==> config.mk <==
export PLATFORM = sky130hd
export DESIGN_NAME = issue_ctrl
export DESIGN_NICKNAME = d
export VERILOG_FILES = /design/src/rtl/issue_ctrl_pkg.sv /design/src/rtl/regfile_scoreboard.sv /design/src/rtl/issue_ctrl.sv
export SDC_FILE = /design/constraint.sdc
export NUM_CORES = 1
export LEC_CHECK = 0
export ABC_AREA = 1
export BUFFER_PORTS_ARGS = -buffer_cell sky130_fd_sc_hd__buf_4
export CORE_MARGIN = 1
export CORE_UTILIZATION = 57
export CTS_BUF_LIST = sky130_fd_sc_hd__clkbuf_16
export DETAILED_ROUTE_END_ITERATION = 16
export PLACE_DENSITY = 0.86
export SLEW_MARGIN = 0
export SYNTH_ARGS = -nofsm -noshare
export SYNTH_HDL_FRONTEND = slang
export SYNTH_HIERARCHICAL = 1
export SYNTH_SLANG_ARGS = --single-unit
export TNS_END_PERCENT = 50
==> constraint.sdc <==
create_clock -name clk_i -period 4.15 [get_ports clk_i]
set_input_delay 0.83 -clock clk_i [delete_from_list [all_inputs] [get_ports clk_i]]
set_output_delay 0.83 -clock clk_i [all_outputs]
set_load 0.05 [all_outputs]
==> src/rtl/issue_ctrl_pkg.sv <==
// Shared types for the issue controller: destination zones, FSM states and
// register-index helpers used by the pending-load scoreboard.
package issue_ctrl_pkg;

  localparam int NREG   = 32;
  localparam int REG_AW = 5;
  localparam int ZONE_W = 2;

  typedef enum logic [ZONE_W-1:0] {
    ZONE_REGFILE = 2'd0,
    ZONE_LOADQ   = 2'd1,
    ZONE_STOREQ  = 2'd2
  } zone_e;

  typedef enum logic [1:0] {
    ISSUE_ST_RUN       = 2'd0,
    ISSUE_ST_JUMP_WAIT = 2'd1,
    ISSUE_ST_TRAP      = 2'd2
  } issue_st_e;

  function automatic logic [NREG-1:0] reg_onehot(input logic [REG_AW-1:0] addr);
    return NREG'(1) << addr;
  endfunction

endpackage

==> src/rtl/regfile_scoreboard.sv <==
// Pending-load scoreboard: one bit per architectural register that is waiting
// on a load write-back, plus a count of loads currently outstanding.
module regfile_scoreboard
  import issue_ctrl_pkg::*;
#(
  parameter  int C_LQ_DEPTH = 4,
  localparam int CNT_W      = $clog2(C_LQ_DEPTH + 1)
) (
  input  logic              clk_i,
  input  logic              resetb_i,
  input  logic              ld_issue_i,
  input  logic [REG_AW-1:0] ld_addr_i,
  input  logic              ld_wb_i,
  input  logic [REG_AW-1:0] wb_addr_i,
  input  logic [REG_AW-1:0] rs1_addr_i,
  input  logic [REG_AW-1:0] rs2_addr_i,
  input  logic [REG_AW-1:0] rd_addr_i,
  output logic              rs1_hit_o,
  output logic              rs2_hit_o,
  output logic              rd_hit_o,
  output logic              ld_full_o,
  output logic              ld_empty_o,
  output logic [CNT_W-1:0]  ld_cnt_o,
  output logic [NREG-1:0]   pending_o
);

  logic [NREG-1:0]  pending_q, pending_d;
  logic [CNT_W-1:0] ld_cnt_q, ld_cnt_d;
  logic [NREG-1:0]  set_mask, clr_mask;

  // Set is applied after clear so a same-register set/clear leaves the bit set;
  // bit 0 is forced low so x0 never stalls anything.
  always_comb begin
    set_mask  = ld_issue_i ? reg_onehot(ld_addr_i) : '0;
    clr_mask  = ld_wb_i    ? reg_onehot(wb_addr_i) : '0;
    pending_d = (pending_q & ~clr_mask) | set_mask;
    pending_d[0] = 1'b0;
  end

  always_comb begin
    ld_cnt_d = ld_cnt_q;
    if (ld_issue_i && !ld_wb_i) begin
      ld_cnt_d = ld_cnt_q + CNT_W'(1);
    end else if (!ld_issue_i && ld_wb_i) begin
      ld_cnt_d = ld_cnt_q - CNT_W'(1);
    end
  end

  always_ff @(posedge clk_i or negedge resetb_i) begin
    if (!resetb_i) begin
      pending_q <= '0;
      ld_cnt_q  <= '0;
    end else begin
      pending_q <= pending_d;
      ld_cnt_q  <= ld_cnt_d;
    end
  end

  assign rs1_hit_o  = pending_q[rs1_addr_i];
  assign rs2_hit_o  = pending_q[rs2_addr_i];
  assign rd_hit_o   = pending_q[rd_addr_i];
  assign ld_full_o  = (ld_cnt_q == CNT_W'(C_LQ_DEPTH));
  assign ld_empty_o = (ld_cnt_q == '0);
  assign ld_cnt_o   = ld_cnt_q;
  assign pending_o  = pending_q;

  a_ld_cnt_no_overflow: assert property (
    @(posedge clk_i) disable iff (!resetb_i)
    (ld_issue_i && !ld_wb_i) |-> (ld_cnt_q != CNT_W'(C_LQ_DEPTH))
  ) else $error("load counter overflow");

  a_ld_cnt_no_underflow: assert property (
    @(posedge clk_i) disable iff (!resetb_i)
    (ld_wb_i && !ld_issue_i) |-> (ld_cnt_q != '0)
  ) else $error("load counter underflow");

endmodule

==> src/rtl/issue_ctrl.sv <==
// Issue controller: holds decoded instructions on load hazards, serialises CSR
// access and jumps, and parks illegal instructions until the trap unit acks.
module issue_ctrl
  import issue_ctrl_pkg::*;
#(
  parameter  int C_LQ_DEPTH = 4,
  localparam int CNT_W      = $clog2(C_LQ_DEPTH + 1)
) (
  input  logic              clk_i,
  input  logic              resetb_i,
  input  logic              ids_valid_i,
  output logic              ids_ready_o,
  input  logic              ins_err_i,
  input  logic              jump_i,
  input  logic [ZONE_W-1:0] zone_i,
  input  logic [REG_AW-1:0] regd_addr_i,
  input  logic              regs1_rd_i,
  input  logic [REG_AW-1:0] regs1_addr_i,
  input  logic              regs2_rd_i,
  input  logic [REG_AW-1:0] regs2_addr_i,
  input  logic              csr_rd_i,
  input  logic              csr_wr_i,
  output logic              exs_valid_o,
  input  logic              exs_ready_i,
  input  logic              lq_full_i,
  input  logic              lq_wb_valid_i,
  input  logic [REG_AW-1:0] lq_wb_addr_i,
  input  logic              jump_done_i,
  output logic              trap_o,
  input  logic              trap_ack_i,
  output issue_st_e         dbg_state_o,
  output logic [NREG-1:0]   dbg_pending_o,
  output logic [CNT_W-1:0]  dbg_ld_cnt_o
);

  // Handshake: exs_valid_o is built only from state and decoder inputs, never
  // from exs_ready_i; an instruction moves when exs_valid_o & exs_ready_i
  // (issue). ids_ready_o tells the decoder its instruction left this cycle,
  // either issued or dropped after a trap ack. Both sides are zero latency.
  issue_st_e state_q, state_d;
  logic rs1_hit, rs2_hit, rd_hit, ld_full, ld_empty;
  logic is_load, raw, waw, ldblk, csrblk, hazard;
  logic issue, drop;

  assign is_load = (zone_i == ZONE_LOADQ);
  assign raw     = (regs1_rd_i & rs1_hit) | (regs2_rd_i & rs2_hit);
  assign waw     = rd_hit;
  assign ldblk   = is_load & (lq_full_i | ld_full);
  assign csrblk  = (csr_rd_i | csr_wr_i) & ~ld_empty;
  assign hazard  = raw | waw | ldblk | csrblk;

  regfile_scoreboard #(
    .C_LQ_DEPTH (C_LQ_DEPTH)
  ) u_scoreboard (
    .clk_i      (clk_i),
    .resetb_i   (resetb_i),
    .ld_issue_i (issue & is_load),
    .ld_addr_i  (regd_addr_i),
    .ld_wb_i    (lq_wb_valid_i),
    .wb_addr_i  (lq_wb_addr_i),
    .rs1_addr_i (regs1_addr_i),
    .rs2_addr_i (regs2_addr_i),
    .rd_addr_i  (regd_addr_i),
    .rs1_hit_o  (rs1_hit),
    .rs2_hit_o  (rs2_hit),
    .rd_hit_o   (rd_hit),
    .ld_full_o  (ld_full),
    .ld_empty_o (ld_empty),
    .ld_cnt_o   (dbg_ld_cnt_o),
    .pending_o  (dbg_pending_o)
  );

  always_ff @(posedge clk_i or negedge resetb_i) begin
    if (!resetb_i) begin
      state_q <= ISSUE_ST_RUN;
    end else begin
      state_q <= state_d;
    end
  end

  always_comb begin
    state_d = state_q;
    case (state_q)
      ISSUE_ST_RUN: begin
        if (ids_valid_i && ins_err_i) begin
          state_d = ISSUE_ST_TRAP;
        end else if (issue && jump_i) begin
          state_d = ISSUE_ST_JUMP_WAIT;
        end
      end
      ISSUE_ST_JUMP_WAIT: begin
        if (jump_done_i) state_d = ISSUE_ST_RUN;
      end
      ISSUE_ST_TRAP: begin
        if (trap_ack_i) state_d = ISSUE_ST_RUN;
      end
      default: state_d = ISSUE_ST_RUN;
    endcase
  end

  always_comb begin
    exs_valid_o = 1'b0;
    trap_o      = 1'b0;
    drop        = 1'b0;
    case (state_q)
      ISSUE_ST_RUN: begin
        exs_valid_o = ids_valid_i & ~ins_err_i & ~hazard;
      end
      ISSUE_ST_TRAP: begin
        trap_o = 1'b1;
        drop   = trap_ack_i;
      end
      default: begin
        exs_valid_o = 1'b0;
      end
    endcase
  end

  assign issue       = exs_valid_o & exs_ready_i;
  assign ids_ready_o = issue | drop;
  assign dbg_state_o = state_q;

endmodule

Yosys cells after proc, flatten, opt, wreduce, memory -nomap -nowiden
Cells that the tools add are included.
{ "totals": {"register_bits": 36, "in_bits": 36, "output_inout_bits": 40, "elab_cells": 66} }
{ "classes": {"addsub": 2, "magnitude_cmp": 3, "eq_ne": 7, "shift": 2, "mux": 18, "bitwise_logic": 21, "n_reduce_logical": 10} }
{ "op_table": {"columns": ["operator", "count"], "rows": [
  ["two-way mux 32 bit", 2],
  ["left shift 1 x 5 -> 32 bit (first input constant)", 2],
  ["bitwise AND 32 bit", 1],
  ["NOT 32 bit", 1],
  ["OR 32 bit", 1],
  ["< comparator 5 x 6 -> 1 bit (second input constant)", 3],
  ["binary-select mux 1 bit (select 5 bit)", 3],
  ["bitwise AND 1 bit", 8],
  ["two-way mux 2 bit", 4],
  ["OR 1 bit", 7],
  ["two-way mux 1 bit", 6],
  ["two-way mux 3 bit", 2],
  ["case mux 2 bit (3 select lines)", 1],
  ["== test 2 x 1 -> 1 bit (second input constant)", 2],
  ["logical AND 1 bit", 4],
  ["inequality test 2 bit (second input constant)", 2],
  ["adder 3 x 1 -> 3 bit (second input constant)", 1],
  ["== test 3 bit (second input constant)", 1],
  ["logical NOT 3 bit", 1],
  ["inequality test 3 bit (second input constant)", 1],
  ["NOT 1 bit", 3],
  ["AND reduction 3 bit", 1],
  ["subtractor 3 x 1 -> 3 bit (second input constant)", 1],
  ["== test 2 bit (second input constant)", 1],
  ["other kinds (3)", 4]
]} }

Logic depth before layout (Yosys ltp)
Gate-level depths: netlist (run 1).
{ "depth": {"ltp_word": 16, "mapped_depth": 22, "mapped_depth_nobuf": 20} }

Cells and area by module
The synthesis (run 1) kept the hierarchy.
{ "modules_own_cells": {"columns": ["module", "n_inst", "cells_each", "area_per_inst_um2"], "rows": [
  ["regfile_scoreboard", 1, 404, 2635.0],
  ["issue_ctrl", 1, 28, 183.9]
]} }

Least setup slack after synthesis (run 1)
No wires, ideal clock.
{ "synth_path": {"kind": "input to register", "from": "in regd_addr_i[1]", "to": "reg u_scoreboard.ld_cnt_q[2] (netlist: u_scoreboard/ld_cnt_o[2])", "t_arrival_ns": 2.928, "required_ns": 4.019, "slack_ns": 1.091, "cell_stages": 20, "n_path_buf": 1, "path_cell_list": "buf_2 -> inv_1 -> nand3_1 -> nand3_1 -> nand2_1 -> nand2_1 -> nand2_1 -> nand2_1 -> nand2_1 -> nor2_1 -> nand2_1 -> nor2_2 -> nand3_2 -> nor2_2 -> ha_1 -> inv_1 -> fa_1 -> a21oi_1 -> o21ai_0 -> xor2_1"} }
{ "synth_between": {"elab_chain_cells": 13, "word_cells_on_any_way": 15, "cone_classes": "mux (4); bitwise (7); reduce/logical (4)"} }
{ "synth_rtl": {"columns": ["item", "line", "text"], "rows": [
  ["start, declared", "issue_ctrl.sv:16", "input logic [REG_AW-1:0] regd_addr_i,"],
  ["binary-select mux 1 bit (select 5 bit) *", "regfile_scoreboard.sv:61", "assign rd_hit_o = pending_q[rd_addr_i];"],
  ["two-way mux 1 bit (implied by the code) *", "regfile_scoreboard.sv:61", null],
  ["via rd_hit", "issue_ctrl.sv:41", "logic rs1_hit, rs2_hit, rd_hit, ld_full, ld_empty;"],
  ["OR 1 bit * (3 in series)", "issue_ctrl.sv:50", "assign hazard = raw | waw | ldblk | csrblk;"],
  ["NOT 1 bit *", "issue_ctrl.sv:107", "exs_valid_o = ids_valid_i & ~ins_err_i & ~hazard;"],
  ["bitwise AND 1 bit *", "issue_ctrl.sv:107", null],
  ["two-way mux 1 bit *", "issue_ctrl.sv:105", "case (state_q)"],
  ["bitwise AND 1 bit *", "issue_ctrl.sv:119", "assign issue = exs_valid_o & exs_ready_i;"],
  ["bitwise AND 1 bit *", "issue_ctrl.sv:57", ".ld_issue_i (issue & is_load),"],
  ["logical NOT 1 bit", "regfile_scoreboard.sv:44", "end else if (!ld_issue_i && ld_wb_i) begin"],
  ["logical AND 1 bit", "regfile_scoreboard.sv:44", null],
  ["nonzero test 2 bit (no source line)", null, null],
  ["end signal, assigned", "regfile_scoreboard.sv:55", "ld_cnt_q <= ld_cnt_d;"],
  ["end, declared", "regfile_scoreboard.sv:28", "logic [CNT_W-1:0] ld_cnt_q, ld_cnt_d;"]
]} }
Mark *: on every way through the listed nets, which the timed path passes. The rest lies on a longest branch. The select of a mux whose other input is x is not followed.
A chain may end at the register's enable or synchronous reset.

Worst setup path after layout (run 1)
{ "layout_path": {"from": "in regd_addr_i[0]", "to": "out ids_ready_o"} }
{ "layout_between": {"elab_chain_cells": 10} }
{ "layout_rtl": {"columns": ["item", "line", "text"], "rows": [
  ["binary-select mux 1 bit (select 5 bit)", "regfile_scoreboard.sv:61", null],
  ["two-way mux 1 bit (implied by the code)", "regfile_scoreboard.sv:61", null],
  ["via rd_hit", "issue_ctrl.sv:41", null],
  ["OR 1 bit (3 in series)", "issue_ctrl.sv:50", null],
  ["NOT 1 bit", "issue_ctrl.sv:107", null],
  ["bitwise AND 1 bit", "issue_ctrl.sv:107", null],
  ["two-way mux 1 bit", "issue_ctrl.sv:105", null],
  ["bitwise AND 1 bit", "issue_ctrl.sv:119", null],
  ["OR 1 bit", "issue_ctrl.sv:120", "assign ids_ready_o = issue | drop;"],
  ["end, declared", "issue_ctrl.sv:12", "output logic ids_ready_o,"]
]} }
The timed path passes the listed nets, and every way through them passes these cells. The select of a mux whose other input is x is not followed.

==> flow_results.org, run 1 <==
** Routing
- Via-per-instance ratio :: 6.06
- DRC viols :: 0
- Routed length on met1 :: 3800 um
- Total Routed Length :: 9520 um
- Top layer in use :: met4
- The first detailed-routing pass ran for 5 iterations.
- Via Count :: 3,392
- Wire segments on met2 add up to 4450 um in the final route.
- Number of design-rule violations left by the first detailed-router iteration :: 360
- After detailed routing, the average wire length per cell comes to 17.0 um.
- Antenna-violating nets left :: 0
- Met3 Routed Length :: 905 um

** Place
- Placed wire-length estimate after detailed placement :: 6750 um
- IO buf count :: 74
- At the end of routability-driven placement, the weighted congestion stood at 1.00.

** Setup path
- The critical path runs through a total of 16 cells.
- Worst path bufs/invs :: 3
- Crit path max-delay family :: simple AND/OR/NAND/NOR gates
- The worst setup path is captured at an output pin.
- Crit-path most repeated cell :: sky130_fd_sc_hd__nand2_1
- The endpoint identified for the worst register-to-register timing path is u_scoreboard/ld_cnt_o[2].
- Maximum fanout encountered on the critical timing path :: 24
- Worst setup endpoint :: ids_ready_o
- Reg2reg setup slack :: 1.40 ns
- Kind of critical path :: input port to output pin
- Crit start category :: input port
- Walking the worst path, the cells encountered are buf_4 -> inv_6 -> nand2_1 -> nand3_1 -> nand3_1 -> nand2_1 -> nand2_1 -> nand2_1 -> nand2_1 -> nand2_1 -> nor2_1 -> nand2_1 -> nor2_2 -> nand3_2 -> nand2_1 -> buf_4.
- Data on the critical path arrives at its endpoint at 2.45 ns.
- Standard cell with the maximum stage delay on the critical path :: sky130_fd_sc_hd__buf_4
- For the worst setup path, the data required time is 3.32 ns.
- For the worst flop-to-flop path, the logic depth is 19.
- Crit path from :: regd_addr_i[0]
- Max incr delay on CP :: 0.25 ns
- Worst r2r src :: u_scoreboard/pending_o[21]

** Clocking
- Gates resized during post-CTS repair numbered 0.
- Number of H-tree levels :: 2
- The later pin in the worst-skew pair is clocked with a latency of 0.28 ns.
- After clock tree synthesis, the flow added hold-fix buffers numbering 0.
- Clock Sinks :: 36
- Number of buffers between clock root and the deepest sink :: 2
- Counting the buffers created by CTS gives 5.
- Post-CTS setup buffers :: 0
- CTS tree :: yes
- Root buf cell :: sky130_fd_sc_hd__clkbuf_16
- After clock tree synthesis, the clock-pin slew on the worst setup and hold paths is 0.06 ns.

** Timing
- Crit share post-route :: 0.791
- Setup total negative slack on the finished layout was measured at 0 ns.
- Highest clock frequency the design can meet :: 305 MHz
- Minimum clock period :: 3.28 ns
- Final hold vios :: 0
- The clock arrives with 0.00469 ns of skew.
- RSZ-0062 raised after global routing :: false
- The worst pin sits at a relative slew slack of 0.589.
- At the pin with the least slew margin, the transition time is 0.614 ns.
- Final worst hold slack :: 0.496 ns
- Number of pins exceeding their max-slew limit in the final report :: 0
- Setup violations remaining at the end of the flow were counted as 0.

** Final layout
- P&R area growth vs syn :: 24.4%
- NumNets Final :: 530
- The repair_antennas step left the layout with diodes totalling 0.
- Once layout is complete, the utilization of the core stands at 0.738.
- Fraction of final layout cells sized beyond drive strength 1 :: 0.207

** Yosys
- After synthesis, the netlist uses 31 different library cells.
- Most area-consuming cells after synthesis :: sky130_fd_sc_hd__dfrtp_1 (32%), sky130_fd_sc_hd__nand2_1 (20%), sky130_fd_sc_hd__nand3_1 (14%)
- Among all flip-flop cells after synthesis, the most frequent one is sky130_fd_sc_hd__dfrtp_1.
- sky130_fd_sc_hd__dfrtp_1 takes more of the synthesized area than any other cell.
- Post-synthesis register bit count :: 36
- The synthesized netlist occupies a cell area of 2820 um^2.
- Total of warnings raised by yosys :: 6
- Counting flops with an async set or reset pin after synthesis yields a share of 1.00.
- In this run the mean area of a mapped cell was 6.53 um^2.
- Cell with the most instances after synthesis :: sky130_fd_sc_hd__nand2_1
- Of the synthesized area, sequential elements account for 0.320.
- When the netlist entered floorplanning its net count stood at 470.
- The synthesized design contains 0 enable-type register cells.
- Gate Count Post-Synth :: 432
- Cell types with the highest counts after synthesis :: sky130_fd_sc_hd__nand2_1 (148), sky130_fd_sc_hd__nand3_1 (81), sky130_fd_sc_hd__o21ai_0 (44)
- The share of synthesized area in the top cell type comes to 0.320.

** Global routing
- In the global route stage, overall resource usage came out at 0.371.
- Entering global routing, the biggest net connects 37 pins.
- The number of global-route vias before repair came to 3,110.
- The initial antenna violation count came to 0.
- The total overflow left after global routing is 0.
- Wire length of the first global-routing pass :: 14,800 um

** Floorplan
- For this configuration, the core starts out at a cell density of 0.593.
- Die boundary height :: 72.3 um
- Core area :: 4750 um^2
- In this run the core area contains 25 standard-cell rows.
- The floorplan step set the die width to 72.3 um.
- I/O pin total :: 76
- The die covers 5230 um^2.

** Flow run
- Max-cap violations in this run came to 0.

** Power
- Worst VDD drop :: 0.325 mV
- In this run the power density over the cells is 363 nW/um^2.
- In this run the static leakage power is 1.70 nW.

** Outcome
- The flow ran to the end, and the final reports show no timing, DRC or antenna violations.

** Hold path
- Class of the tightest hold or removal check :: input port to async pin
-- metrics by stage --
| step | instances | setup slack, ns | cell area (um^2) | power (mW) |
|---|---|---|---|---|
| after floorplan | 432 | 1.09 | 2820 | 0.622 |
| after global placement | 552 | 0.808 | 3290 | 0.717 |
| after detailed placement | 552 | 0.736 | 3290 | 0.726 |
| after CTS | 560 | 0.914 | 3510 | 1.27 |
| after global routing | 560 | 0.736 | 3510 | 1.31 |
| final | 560 | 0.869 | 3510 | 1.27 |
-- cell usage in the layout, fill, tap and decap left out, types with 5 or more instances in the layout --
| master | Yosys | final |
|---|---|---|
| sky130_fd_sc_hd__nand3_1 | 81 | 81 |
| sky130_fd_sc_hd__nand2_1 | 148 | 148 |
| sky130_fd_sc_hd__o21ai_1 | 19 | 19 |
| sky130_fd_sc_hd__nand4_1 | 10 | 10 |
| sky130_fd_sc_hd__o21ai_0 | 44 | 44 |
| sky130_fd_sc_hd__dfrtp_1 | 36 | 36 |
| sky130_fd_sc_hd__buf_4 | 1 | 74 |
| sky130_fd_sc_hd__nor3_1 | 6 | 6 |
| sky130_fd_sc_hd__clkbuf_16 | 0 | 5 |
| sky130_fd_sc_hd__inv_1 | 29 | 29 |
| sky130_fd_sc_hd__nor2_1 | 8 | 8 |
-- worst min path at each step --
stage,endpoint,slack (ns),cells after the start,startpoint
2_1_floorplan,dbg_state_o[0],0.53,0,resetb_i
3_3_place_gp,u_scoreboard/pending_o[5],0.53,2,u_scoreboard/pending_o[5]
3_5_place_dp,u_scoreboard/pending_o[4],0.53,2,u_scoreboard/pending_o[4]
4_1_cts,u_scoreboard/ld_cnt_o[2],0.52,1,resetb_i
5_1_grt,u_scoreboard/pending_o[16],0.55,1,resetb_i
6_report,u_scoreboard/ld_cnt_o[2],0.50,1,resetb_i
-- final cells by class --
type,count,area [um^2]
Clock buffer,5,125
Clock inverter,3,90.1
Fill cell,390,1250
Inverter,34,143
Multi-Input combinational cell,341,1610
Sequential cell,36,901
Tap cell,67,83.8
Timing Repair Buffer,74,556
-- flip-flops by register name, summed over array words and instances, names as in the netlist --
name,cells
dbg_state_o,2
u_scoreboard/pending_o,31
u_scoreboard/ld_cnt_o,3
-- logic make-up (layout without fill, tap and decap cells) --
kind of cell	after synthesis	after routing	synth area share
and+or+nand+nor	270	270	0.431
DFF	36	36	0.320
adders and majority gates	2	2	0.0115
muxes	1	1	0.00399
other	1	1	0.00133
AOI/OAI and AO/OA	65	65	0.116
buffers and inverters	55	116	0.110
xor gates and xnor gates	2	2	0.00622
-- worst register-to-register path: cells and delay by family (launching register included) --
kind | cells | cell delay [ns]
compound gates | 2 | 0.27
buf+inv | 1 | 0.06
xor+xnor | 1 | 0.15
flops | 1 | 0.49
fa+ha+maj | 2 | 0.54
simple gates | 13 | 1.12
-- where the power goes --
part	switching (mW)	internal, mW
registers	0.0314	0.372
logic	0.216	0.107
clock network	0.142	0.405
total	0.389	0.883
-- per-layer routing --
metal  track usage  vias up
met2         0.618      223
met4         0.159        0
met5             0        -
met3        0.0569       39
met1         0.482     1570
li1              -     1560
No activity file was read; power rests on OpenSTA's default activity.
==> run 2: changes to the inputs <==
Settings changed: CORE_UTILIZATION 57 to 48, PLACE_DENSITY 0.86 to 0.77.
Clock period 4.15 ns to 3 ns, I/O delays scaled along.
==> run 2 against run 1 <==
Net effect:
- die area grew 18%
- first-iteration DRC count shrank 2.8%
- count of clock-buffer cells in the layout is the same
- non-clock buffer count grew 9
- critical endpoint is now u_scoreboard/ld_cnt_o[2]
- worst hold slack lost 0.21 ns
- cell count grew 2.3%
- power grew 18%
- clock skew shrank 0.0020 ns
- wire length grew 4.4%
- global-route usage shrank 4.3 points
- highest routed layer unchanged
- critical path depth grew 5
==> flow_results.org, run 2 (same netlist as run 1, synthesis figures left out) <==
** Hold path
- Class of the tightest hold or removal check :: input port to async pin

** Timing
- Final hold vios :: 0
- For the pin with the worst max-slew slack, the measured transition is 0.561 ns.
- RSZ-0062 raised after global routing :: false
- Setup violations remaining at the end of the flow were counted as 0.
- Post-route clock skew :: 0.00274 ns
- The count of final max-slew check failures was 0.
- Highest clock frequency the design can meet :: 358 MHz
- Minimum clock period :: 2.79 ns
- Relative slew slack :: 0.625
- Of the available clock period, the critical path in the final layout requires 0.931.
- Summed over all failing endpoints, the final setup total negative slack is 0 ns.

** Global routing
- Initial antenna violation count :: 0
- The first global-routing pass estimated 15,500 um of wire.
- Overall track demand over capacity in global routing :: 0.328
- Total congestion overflow :: 0
- The number of global-route vias before repair is 3,113.
- Pin count of the biggest net entering global routing :: 37

** Final layout
- NumNets Final :: 539
- P&R area growth vs syn :: 25.5%
- Core occupancy in the finished layout :: 0.635
- The finished layout holds 573 standard cells, fillers aside.
- 0 antenna diodes ended up in the layout.
- Highest-count cells in the layout ignoring fill and taps :: sky130_fd_sc_hd__nand2_1 (148), sky130_fd_sc_hd__nand3_1 (81), sky130_fd_sc_hd__buf_4 (79), sky130_fd_sc_hd__o21ai_0 (44), sky130_fd_sc_hd__dfrtp_1 (36)
- Of the cells placed in the final design, the portion with a size suffix greater than 1 is 0.222.
- Most common cell after layout, fill and taps aside :: sky130_fd_sc_hd__nand2_1
- Flip-flop count of the largest register after layout :: 31

** Power
- Of the total power, the share spent switching nets is 0.353.
- The share of total power dissipated in combinational logic is 0.310.
- Dividing total power by cell area gives a power density of 425 nW/um^2.
- Clock power frac :: 0.322
- Net switching power figure :: 530 uW
- Leakage power :: 1.70 nW
- Pint :: 972 uW
- Power share of the sequential group :: 0.368
- IR analysis of the VDD net gives a maximum drop of 0.447 mV.

** Place
- Routability-driven placement finished with a final weighted congestion of 0.942.
- The number of placed instances, taps included, is 566.
- IO buf count :: 74
- Placed wire-length estimate after detailed placement :: 7060 um

** Floorplan
- After floorplanning, the core was divided into 27 placement rows.
- I/O pin total :: 76
- In this run the horizontal extent of the chip is 78.6 um.
- The region available for standard cell placement spans 5570 um^2.
- The initial utilization of the core area, before any placement, comes to 0.506.
- In this run the vertical extent of the chip is 78.6 um.
- The die covers 6180 um^2.

** Setup path
- Worst r2r src :: u_scoreboard/pending_o[29]
- Max incr delay on CP :: 0.40 ns
- The slowest stage of the critical path belongs to the cell sky130_fd_sc_hd__fa_1.
- Kind of critical path :: input port to flip-flop
- The critical path goes through buf_8 -> inv_6 -> nand2_1 -> nand3_1 -> nand3_1 -> nand2_1 -> nand2_1 -> nand2_1 -> nand2_1 -> nand2_1 -> nor2_1 -> nand2_1 -> nor2_2 -> nand3_2 -> nor2_2 -> ha_1 -> inv_1 -> fa_1 -> a21oi_2 -> o21ai_0 -> xor2_1.
- Crit path max-delay family :: simple AND/OR/NAND/NOR gates
- For the worst flop-to-flop path, the logic depth is 19.
- Together, buffers and inverters on the worst path number 3.
- The setup check on the worst reg-to-reg path leaves a slack of 0.27 ns.
- At the worst endpoint, the arrival time is 2.94 ns.
- Maximum fanout encountered on the critical timing path :: 22
- Logic depth of the worst setup path including buffers :: 21
- Crit-path most repeated cell :: sky130_fd_sc_hd__nand2_1
- Critical register-to-register path endpoint :: u_scoreboard/ld_cnt_o[2]
- The worst setup path is captured at a flip-flop.
- Crit start category :: input port
- Data on the critical path is required at its endpoint by 3.15 ns.

** Clocking
- The later pin in the worst-skew pair is clocked with a latency of 0.27 ns.
- Number of buffers between clock root and the deepest sink :: 2
- Inserted Clock Buffers :: 5
- The tree is rooted in a sky130_fd_sc_hd__clkbuf_16.
- The clock drives 36 sinks.
- TritonCTS built the clock tree.
- Number of H-tree levels :: 2
- Clock transition time at the flip-flop clock pins of the worst setup and hold paths :: 0.05 ns

** Outcome
- The run finished with clean final reports.

** Routing
- Via-per-instance ratio :: 5.97
- The detailed router put a total of 3840 um of wire on met1.
- DRC viols :: 0
- Router iterations before antenna repair :: 7
- WL/cell :: 17.3 um
- Via Count :: 3,420
- In this run the top signal layer used is met4.
- Number of design-rule violations left by the first detailed-router iteration :: 350
- The count of nets left with antenna violations once routing finished came out at 0.
- Total Routed Length :: 9940 um
- Met3 Routed Length :: 1080 um
- Total met2 wirelength after detailed routing :: 4700 um

** Flow run
- Maximum Capacitance Violations :: 0
==> run 2: cell type report <==
type | instances | area, um^2
clock inverter | 2 | 7.51
tap | 72 | 90.1
clock buffer | 5 | 125
inverter | 34 | 150
multi-input combinational | 341 | 1610
timing repair buffer | 83 | 651
fill | 510 | 2040
sequential | 36 | 901
==> run 2: through the flow <==
step	power (mW)	cell area [um^2]	hold WS [ns]	setup WS, ns
after global routing	1.57	3540	0.318	0.00294
final	1.50	3540	0.285	0.206
after CTS	1.49	3510	0.302	0.145
after detailed placement	1.01	3380	0.536	-0.133
after global placement	1.00	3380	0.531	-0.0133
after floorplan	0.860	2820	0.304	0.171
==> run 2: worst max-delay path by stage <==
stage                               start                        to  slack (ns)
final                      regd_addr_i[0]  u_scoreboard/ld_cnt_o[2]        0.21
after global routing       regd_addr_i[0]  u_scoreboard/ld_cnt_o[2]       0.003
after CTS                  regd_addr_i[0]  u_scoreboard/ld_cnt_o[2]        0.15
after detailed placement   regd_addr_i[0]  u_scoreboard/ld_cnt_o[2]       -0.13
after global placement    regs2_addr_i[0]  u_scoreboard/ld_cnt_o[2]       -0.01
after floorplan            regd_addr_i[1]  u_scoreboard/ld_cnt_o[2]        0.17
==> run 2: per-layer routing <==
layer	track usage	up-vias
li1	-	1577
met1	0.439	1553
met2	0.506	253
met3	0.0523	37
met4	0.174	0
met5	0	-
==> run 2: what timing repair did <==
item / in CTS / in global routing
buffers inserted: 0 / 0
endpoints found under the setup margin: 0 / 1
resized for setup: 0 / 7
hold buffers: 0 / 0
==> run 2: power groups by stage <==
stage / Sequential [mW] / Clock, mW / Combinational, mW
6_report: 0.553 / 0.484 / 0.465
5_1_grt: 0.557 / 0.511 / 0.501
4_1_cts: 0.553 / 0.488 / 0.453
3_5_place_dp: 0.562 / 0 / 0.450
3_3_place_gp: 0.559 / 0 / 0.445
2_1_floorplan: 0.652 / 0 / 0.209
